File: src/rtl/data_mem_arb_pkg.sv
// Shared types and constants for the two-port data memory arbiter.
// Latency: n/a (types only).
// Backpressure: n/a (types only).
package data_mem_arb_pkg;

  // Transaction sequencer states: arbitrate, drive memory, report completion
  typedef enum logic [1:0] {
    IDLE   = 2'd0,
    ACCESS = 2'd1,
    DONE   = 2'd2
  } state_t;

  // Default byte capacity of the attached data memory
  localparam int MEM_BYTES_DEFAULT = 128;

  // Bit positions of each requester inside request/grant vectors
  localparam int PORT_A = 0;
  localparam int PORT_B = 1;

  // A 16-bit access touches addr and addr+1, so the last legal start is
  // mem_bytes-2; the unsigned compare also rejects 0xFFFF (addr+1 wrap).
  function automatic logic addr_out_of_range(input logic [15:0] addr,
                                             input int          mem_bytes);
    return addr > 16'(mem_bytes - 2);
  endfunction

endpackage

File: src/rtl/rr_arbiter2.sv
// Two-requester round-robin arbiter with a last-grant register.
// Latency: grant vector is combinational from req; history updates on posedge.
// Backpressure: history only advances when the caller accepts a grant (advance).
module rr_arbiter2
  import data_mem_arb_pkg::*;
(
  input  logic       clk,
  input  logic       rst,
  input  logic [1:0] req,
  input  logic       advance,
  output logic [1:0] gnt
);

  // 1 when port B was granted most recently; resets to B so A wins first
  logic last_b;

  // Pick the port not granted last when both ask; a lone request always wins
  always_comb begin
    gnt = 2'b00;
    if (req[PORT_A] && req[PORT_B]) begin
      if (last_b) begin
        gnt[PORT_A] = 1'b1;
      end else begin
        gnt[PORT_B] = 1'b1;
      end
    end else begin
      gnt = req;
    end
  end

  // Remember the winner whenever a grant is actually taken
  always_ff @(posedge clk) begin
    if (rst) begin
      last_b <= 1'b1;
    end else if (advance && (req != 2'b00)) begin
      last_b <= gnt[PORT_B];
    end
  end

endmodule

File: src/rtl/data_mem_arbiter.sv
// Arbitrates CPU (A) and DMA/debug (B) ports onto one 16-bit big-endian data memory.
// Latency: req sampled at edge N, gnt during cycle N+1, done/rdata during cycle N+2.
// Backpressure: one transaction per 3 cycles; a loser keeps req high until its gnt.
module data_mem_arbiter
  import data_mem_arb_pkg::*;
#(
  parameter int MEM_BYTES = MEM_BYTES_DEFAULT
)
(
  input  logic        Clock,
  input  logic        Reset,
  input  logic        a_req,
  input  logic        a_we,
  input  logic [15:0] a_addr,
  input  logic [15:0] a_wdata,
  output logic        a_gnt,
  output logic        a_done,
  output logic        a_err,
  output logic [15:0] a_rdata,
  input  logic        b_req,
  input  logic        b_we,
  input  logic [15:0] b_addr,
  input  logic [15:0] b_wdata,
  output logic        b_gnt,
  output logic        b_done,
  output logic        b_err,
  output logic [15:0] b_rdata,
  output logic [15:0] mem_Address,
  output logic [15:0] mem_WriteData,
  output logic        mem_MemWrite,
  output logic        mem_MemRead,
  input  logic [15:0] mem_ReadData
);

  state_t      state;
  logic        sel_b;      // selected port for the transaction in flight
  logic        lat_we;     // latched direction
  logic        lat_oor;    // latched out-of-range flag
  logic [1:0]  req_vec;
  logic [1:0]  gnt_vec;
  logic        arb_advance;
  logic        pick_b;
  logic        pick_we;
  logic [15:0] pick_addr;
  logic [15:0] pick_wdata;
  logic        pick_oor;
  logic [15:0] cap_rdata;

  assign req_vec[PORT_A] = a_req;
  assign req_vec[PORT_B] = b_req;

  // Arbitration history only moves when the sequencer can accept a request
  assign arb_advance = (state == IDLE);

  rr_arbiter2 u_rr (
    .clk     (Clock),
    .rst     (Reset),
    .req     (req_vec),
    .advance (arb_advance),
    .gnt     (gnt_vec)
  );

  assign pick_b     = gnt_vec[PORT_B];
  assign pick_we    = pick_b ? b_we    : a_we;
  assign pick_addr  = pick_b ? b_addr  : a_addr;
  assign pick_wdata = pick_b ? b_wdata : a_wdata;
  assign pick_oor   = addr_out_of_range(pick_addr, MEM_BYTES);

  // Only a legal read returns memory data; writes and rejected accesses give 0
  assign cap_rdata = (!lat_we && !lat_oor) ? mem_ReadData : 16'h0000;

  // Sequencer: every output is registered and defaults to 0 outside its pulse
  always_ff @(posedge Clock) begin
    if (Reset) begin
      state         <= IDLE;
      sel_b         <= 1'b0;
      lat_we        <= 1'b0;
      lat_oor       <= 1'b0;
      a_gnt         <= 1'b0;
      a_done        <= 1'b0;
      a_err         <= 1'b0;
      a_rdata       <= 16'h0000;
      b_gnt         <= 1'b0;
      b_done        <= 1'b0;
      b_err         <= 1'b0;
      b_rdata       <= 16'h0000;
      mem_Address   <= 16'h0000;
      mem_WriteData <= 16'h0000;
      mem_MemWrite  <= 1'b0;
      mem_MemRead   <= 1'b0;
    end else begin
      a_gnt         <= 1'b0;
      b_gnt         <= 1'b0;
      a_done        <= 1'b0;
      b_done        <= 1'b0;
      a_err         <= 1'b0;
      b_err         <= 1'b0;
      mem_Address   <= 16'h0000;
      mem_WriteData <= 16'h0000;
      mem_MemWrite  <= 1'b0;
      mem_MemRead   <= 1'b0;
      unique case (state)
        IDLE: begin
          if (req_vec != 2'b00) begin
            sel_b         <= pick_b;
            lat_we        <= pick_we;
            lat_oor       <= pick_oor;
            a_gnt         <= !pick_b;
            b_gnt         <= pick_b;
            mem_Address   <= pick_addr;
            mem_WriteData <= pick_wdata;
            // A rejected address still runs the full sequence, but never strobes memory
            mem_MemWrite  <= pick_we && !pick_oor;
            mem_MemRead   <= !pick_we && !pick_oor;
            state         <= ACCESS;
          end
        end
        ACCESS: begin
          if (sel_b) begin
            b_done  <= 1'b1;
            b_err   <= lat_oor;
            b_rdata <= cap_rdata;
          end else begin
            a_done  <= 1'b1;
            a_err   <= lat_oor;
            a_rdata <= cap_rdata;
          end
          state <= DONE;
        end
        DONE: begin
          state <= IDLE;
        end
        default: begin
          state <= IDLE;
        end
      endcase
    end
  end

endmodule

File: config.mk
export PLATFORM = sky130hd
export DESIGN_NAME = data_mem_arbiter
export DESIGN_NICKNAME = d
export VERILOG_FILES = /design/src/rtl/data_mem_arb_pkg.sv /design/src/rtl/rr_arbiter2.sv /design/src/rtl/data_mem_arbiter.sv
export SDC_FILE = /design/constraint.sdc
export NUM_CORES = 1
export LEC_CHECK = 0
export CAP_MARGIN = 20
export CORE_MARGIN = 3
export CORE_UTILIZATION = 41
export DETAILED_ROUTE_END_ITERATION = 16
export PLACE_DENSITY = 0.84
export SYNTH_ARGS = -nofsm -noshare
export SYNTH_HDL_FRONTEND = slang
export SYNTH_SLANG_ARGS = --single-unit
File: constraint.sdc
create_clock -name Clock -period 2.7 [get_ports Clock]
set_input_delay 0.675 -clock Clock [delete_from_list [all_inputs] [get_ports Clock]]
set_output_delay 0.675 -clock Clock [all_outputs]
set_load 0.02 [all_outputs]
==> impl_metrics.env <==
export IMPL_synth_top_family_by_area="simple AND/OR/NAND/NOR gates"
export IMPL_cp_slowest_stage_delay_ns=0.62
export IMPL_synth_top_area_share_pct=55.2
export IMPL_crit_required_ns=2.03
export IMPL_routed_wl_mm=8.37
export IMPL_powerDensity_mw_per_mm2=583
export IMPL_dr_pass1_iters=4
export IMPL_min_to="a_rdata[10]"
export IMPL_synth_xor_area_share_pct=0
export IMPL_cts_root_buf="clkbuf_8"
export IMPL_clock_latency_ns=0.34
export IMPL_areaGrowthSynthToFinish_pct=64.1
export IMPL_clock_sinks=78
export IMPL_critical_path_top_delay_family="buffers and inverters"
export IMPL_final_common_cell="clkdlybuf4s50_1"
export IMPL_timing_hold_ws_ns=0.456
export IMPL_synthArstFlopShare_pct=0
export IMPL_cts_htree_levels=3
export IMPL_min_path_type="flip-flop to flip-flop"
export IMPL_place_congestion=0.830
export IMPL_grt_use_total_pct=20.9
export IMPL_grt_ovfl_total=0
export IMPL_ant_nets=0
export IMPL_setup_tns_ns=0
export IMPL_period_needed_ns=1.99
export IMPL_post_cts_buffers=0
export IMPL_hpwl_mm=6.16
export IMPL_rrSetupSlack_ns=1.22
export IMPL_grt_max_degree=36
export IMPL_crit_buf_inv=1
export IMPL_r2r_cells=4
export IMPL_yosys_area_share_simple_pct=25.8
export IMPL_yosysWarnings=0
export IMPL_wl_per_cell_um=14.6
export IMPL_synth_fa_ha_area_share_pct=0
export IMPL_ys_flop_type="dfxtp_1"
export IMPL_drc_errors=0
export IMPL_min_from="a_rdata[10]"
export IMPL_cts_max_path_buffers=2
export IMPL_synthMuxAreaShare_pct=0.531
export IMPL_yosysTopAreaCell="dfxtp_1"
export IMPL_period_share_pct=73.7
export IMPL_antenna_found_initial=0
export IMPL_fp_dieH_um=89.1
export IMPL_final_cell_mix="clkdlybuf4s50_1 (157), nand2_1 (99), dfxtp_1 (78), a21oi_1 (66), nand3_1 (32)"
export IMPL_ios=158
export IMPL_total_leakage_power_nw=1.73
export IMPL_num_antenna_cells=0
export IMPL_yosys_register_bits=78
export IMPL_vias=2937
export IMPL_crit_fanout=2
export IMPL_setup_violations=0
export IMPL_core_mm2=0.00653
export IMPL_path_cells="clkdlybuf4s50_1"
export IMPL_worstSetupPathType="flip-flop to output port"
export IMPL_rsz0062_at_grt="no"
export IMPL_io_buffer_count=157
export IMPL_finalNetCount=579
export IMPL_synth_cell_types=29
export IMPL_peakVddDrop_uv=295
export IMPL_fin_cells=575
export IMPL_finalMaxSlewViolations=0
export IMPL_rr_startpoint="state[0]"
export IMPL_grt_pass1_wl_mm=12.9
export IMPL_clk_pin_slew_ns=0.08
export IMPL_worst_slew_pin_slew_ns=0.720
export IMPL_vias_per_cell=5.11
export IMPL_synth_area_top_cells="dfxtp_1 (55%), nand2_1 (13%), a21oi_1 (12%), nand3_1 (5.7%), buf_2 (2.3%)"
export IMPL_timing_critical_path_from_type="flip-flop"
export IMPL_synthCells=343
export IMPL_syn_avg_cell_area_um2=8.25
export IMPL_critical_path_arrival_ns=1.31
export IMPL_rr_endpoint="b_rdata[14]"
export IMPL_cts_resized=0
export IMPL_ys_seq_area_share_pct=55.2
export IMPL_status="completed"
export IMPL_drt_iter0_drc=80
export IMPL_fin_skew_ns=0.00969
export IMPL_numPlacedInstances=559
export IMPL_worstHoldPathCells=2
export IMPL_crit_slowest_cell="clkdlybuf4s50_1"
export IMPL_drive_above_1_share_pct=5.82
export IMPL_max_cap_viol_count=0
export IMPL_cts_buffers=9
export IMPL_synth_edf_count=0
export IMPL_first_global_vias=2726
export IMPL_holdBufCountCts=0
export IMPL_finalHoldViolCount=0
export IMPL_max_freq_mhz=503
export IMPL_tritoncts="done"
export IMPL_dieArea_mm2=0.00794
export IMPL_syn_area_mm2=0.00283
export IMPL_die_x_um=89.1
export IMPL_initial_utilization_pct=43.3
export IMPL_syn_nets=429
export IMPL_synth_compound_area_share_pct=13.9
export IMPL_rows=29
export IMPL_endpoint_kind="output port"
export IMPL_slew_headroom_pct=52.0
kinds of logic (layout without fill, tap and decap cells):
family / after synthesis / after routing
AO/OA/AOI/OAI: 73 / 73
multiplexers: 1 / 1
buffers and inverters: 25 / 180
AND/OR/NAND/NOR: 166 / 166
flip-flops: 78 / 78
cells in the mapped netlist, types with 2 or more instances:
library cell / count
nand2_1: 99
buf_6: 2
clkbuf_1: 8
nor3_1: 3
buf_2: 13
nor4_1: 2
nor2_1: 15
nand3_1: 32
nand4b_1: 2
a21oi_1: 66
nand2b_1: 4
dfxtp_1: 78
nand4_1: 3
routing by layer:
layer,vias to the layer above,track usage [%],part of all wire [%]
li1,1451,-,-
met1,1330,24.9,39
met5,-,0,0
met4,0,8.66,1.7
met2,147,33.6,47
met3,9,8.39,12
final cells by class:
class | instances | area [um2]
Clock buffer | 11 | 141
Clock inverter | 5 | 82.6
Fill cell | 505 | 1890
Inverter | 1 | 3.75
Multi-Input combinational cell | 240 | 1140
Sequential cell | 78 | 1560
Tap cell | 77 | 96.3
Timing Repair Buffer | 163 | 1620
metrics by stage:
step / cell area, um2 / utilization (%) / setup slack, ns / power [W]
detailed placement: 4420 / 67.7 / 0.476 / 0.00176
CTS: 4640 / 71.1 / 0.699 / 0.00273
global route: 4640 / 71.1 / 0.657 / 0.00282
floorplan: 2830 / - / 1.14 / 0.00149
finish: 4640 / 71.1 / 0.711 / 0.00271
global placement: 4420 / 67.7 / 0.547 / 0.00175
state kept, by name, summed over array words and instances, names as in the netlist, 2 cells and up:
| name | cells |
|---|---|
| mem_WriteData | 16 |
| b_rdata | 16 |
| a_rdata | 16 |
| mem_Address | 16 |
| state | 2 |
report_power, final:
part / switching (W) / total, W / internal (W)
Combinational: 0.000253 / 0.000502 / 0.000249
Clock: 0.000425 / 0.000973 / 0.000548
Sequential: 0.0000234 / 0.00123 / 0.00121
worst max-delay path by stage:
stage	startpoint	to	slack [ns]	cells past startpoint
3_3_place_gp	a_req	mem_Address[7]	0.55	5
4_1_cts	b_rdata[3]	b_rdata[3]	0.70	1
5_1_grt	a_rdata[7]	a_rdata[7]	0.66	1
6_report	b_rdata[3]	b_rdata[3]	0.71	1
2_1_floorplan	a_addr[13]	lat_oor	1.14	4
3_5_place_dp	a_req	mem_Address[1]	0.48	5
Power figures use the tool's default switching activity.
==> edit: new RTL, config.mk and constraints unchanged <==
Register the output `a_err` once more; this adds one clock of latency there. The other outputs are not delayed to match.
--- a/src/rtl/data_mem_arbiter.sv
+++ b/src/rtl/data_mem_arbiter.sv
@@ -33,2 +33,4 @@
 );
+
+  logic a_err_s0;
 
@@ -80,3 +82,3 @@
       a_done        <= 1'b0;
-      a_err         <= 1'b0;
+      a_err_s0      <= 1'b0;
       a_rdata       <= 16'h0000;
@@ -95,3 +97,3 @@
       b_done        <= 1'b0;
-      a_err         <= 1'b0;
+      a_err_s0      <= 1'b0;
       b_err         <= 1'b0;
@@ -124,3 +126,3 @@
             a_done  <= 1'b1;
-            a_err   <= lat_oor;
+            a_err_s0 <= lat_oor;
             a_rdata <= cap_rdata;
@@ -139,2 +141,6 @@
 
+  always_ff @(posedge Clock) begin
+    a_err <= a_err_s0;
+  end
+
 endmodule
Function: changed (Yosys sat finds a counterexample within 4 cycles, from zero or initial values and one cycle with Reset high).
==> edit against the original RTL <==
Sequential cell count up 1; final area up 0.35%; power is 1.7% higher; count of clock-buffer cells in the layout rose by 1; combinational power about the same; routed wire length increased by 2.5%; setup slack gained 1.5 ps; first-iteration DRC count increased by 34%; synthesized cell count up 0.29%; critical path depth did not move; register-to-register slack got worse by 20 ps; synthesized area shrank 0.53%; utilization rose by 0.65 points; via count grew 1.1%; critical path type unchanged; largest cell class unchanged; largest power group unchanged.
==> edit: results (changes against the original RTL) <==
Post-synth net total: 430 (+0.23%)
Routed WL: 8.583 mm (+2.5%)
Status: finished, final reports clean
Layout cells sized above 1: 5.221% (-0.60 points)
Worst vdd ir: 0.0004150 V (+41%)
Synth cell types: 25 (-14%)
Clk_skew: 9.426 ps (-0.2604 ps)
Worst Tran Pin Value: 721.5 ps (+1.057 ps)
# fillers: 510 (+0.99%)
Met2 WL: 4.297 mm (+9.0%)
Synth top area cells: dfxtp_1, nand2_1, a21oi_1
Critical path fanouts, max: 2 (unchanged)
Reg-to-reg setup timing slack: 1200 ps (-20 ps)
GPL Wtd Cong: 0.8174 (-1.6%)
Syn Inst Count: 344 (+0.29%)
Root buffer cell: clkbuf_8
DR pass1 iterations: 5 (+1)
Hpwl dp: 6.488 mm (+5.4%)
Total global routing track utilization: 21.90% (+0.97 points)
Vias in the first global route: 2880 (+5.6%)
Post-Route M1 WL: 3.219 mm (-2.5%)
Global-route wire length before repair: 13.20 mm (+2.4%)
CTS clock-pin slew for the worst setup and hold paths: 80 ps (about the same)
Critical path's slowest cell: clkdlybuf4s50_1
Pin count of the biggest net entering global routing: 40 (+11%)
Hold slack: 339.8 ps (-116.6 ps)
Initial antenna violation count: 0 (unchanged)
Max layer used: met4
Synth cell count leaders: nand2_1, dfxtp_1, a21oi_1, nand3_1, nor2_1
1st-iter DRT viols: 107 (+34%)
DR WL met3: 902 µm (-8.5%)
Leak pwr: 1.721 nW (-0.25%)
Register area share after synthesis: 56.18% (+1.0 points)
Vias/cell: 5.162 (+1.1%)
Ys flop type: dfxtp_1
Wire length per cell: 14.93 µm (+2.5%)
[edit: cell count changes after synthesis, sizes merged]
cell    unedited run  this run
clkbuf             8        12
nand4b             2         0
nand3             32        34
dfxtp             78        79
buf               16        12
[edit: metal layers]
layer / track usage [%] / vias to the layer above
met5: 0 / -
met4: 9.753 / 0
met3: 8.939 / 13
met2: 37.52 / 141
met1: 23.63 / 1367
li1: - / 1447
[edit: report_power, final]
group	switching, mW	internal, mW
clock network	0.403	0.598
logic	0.253	0.249
registers	0.0251	1.22
[edit: cell families after synthesis]
group	Yosys count	share of synthesized area [%]
flip-flops	79	56.18
multiplexers	1	0.5332
AND/OR/NAND/NOR	166	25.29
AO/OA/AOI/OAI	73	13.73
buffers and inverters	25	4.266
[edit: per-stage QoR]
step	cell area (µm²)	setup slack, ps
global route	4661	665.0
finish	4661	712.6
floorplan	2815	1158
detailed placement	4419	437.0
global placement	4419	519.8
CTS	4661	694.0
[edit: path summary, 6_finish.rpt]
path / to / depth (start not counted) / from
worst max register to register: mem_MemRead / 5 / state[1]
worst max-delay path: a_rdata[4] / 1 / a_rdata[4]
worst min-delay path: a_err / 0 / a_err_s0
worst min register to register: a_err / 0 / a_err_s0
[edit: cell type report]
class                      instances  share of cell area [%]
inverter                           1                 0.08054
multi-input combinational        240                   23.95
clock buffer                      12                   3.544
sequential                        79                   33.93
clock inverter                     4                   1.638
timing repair buffer             162                   34.79
tap                               77                   2.067
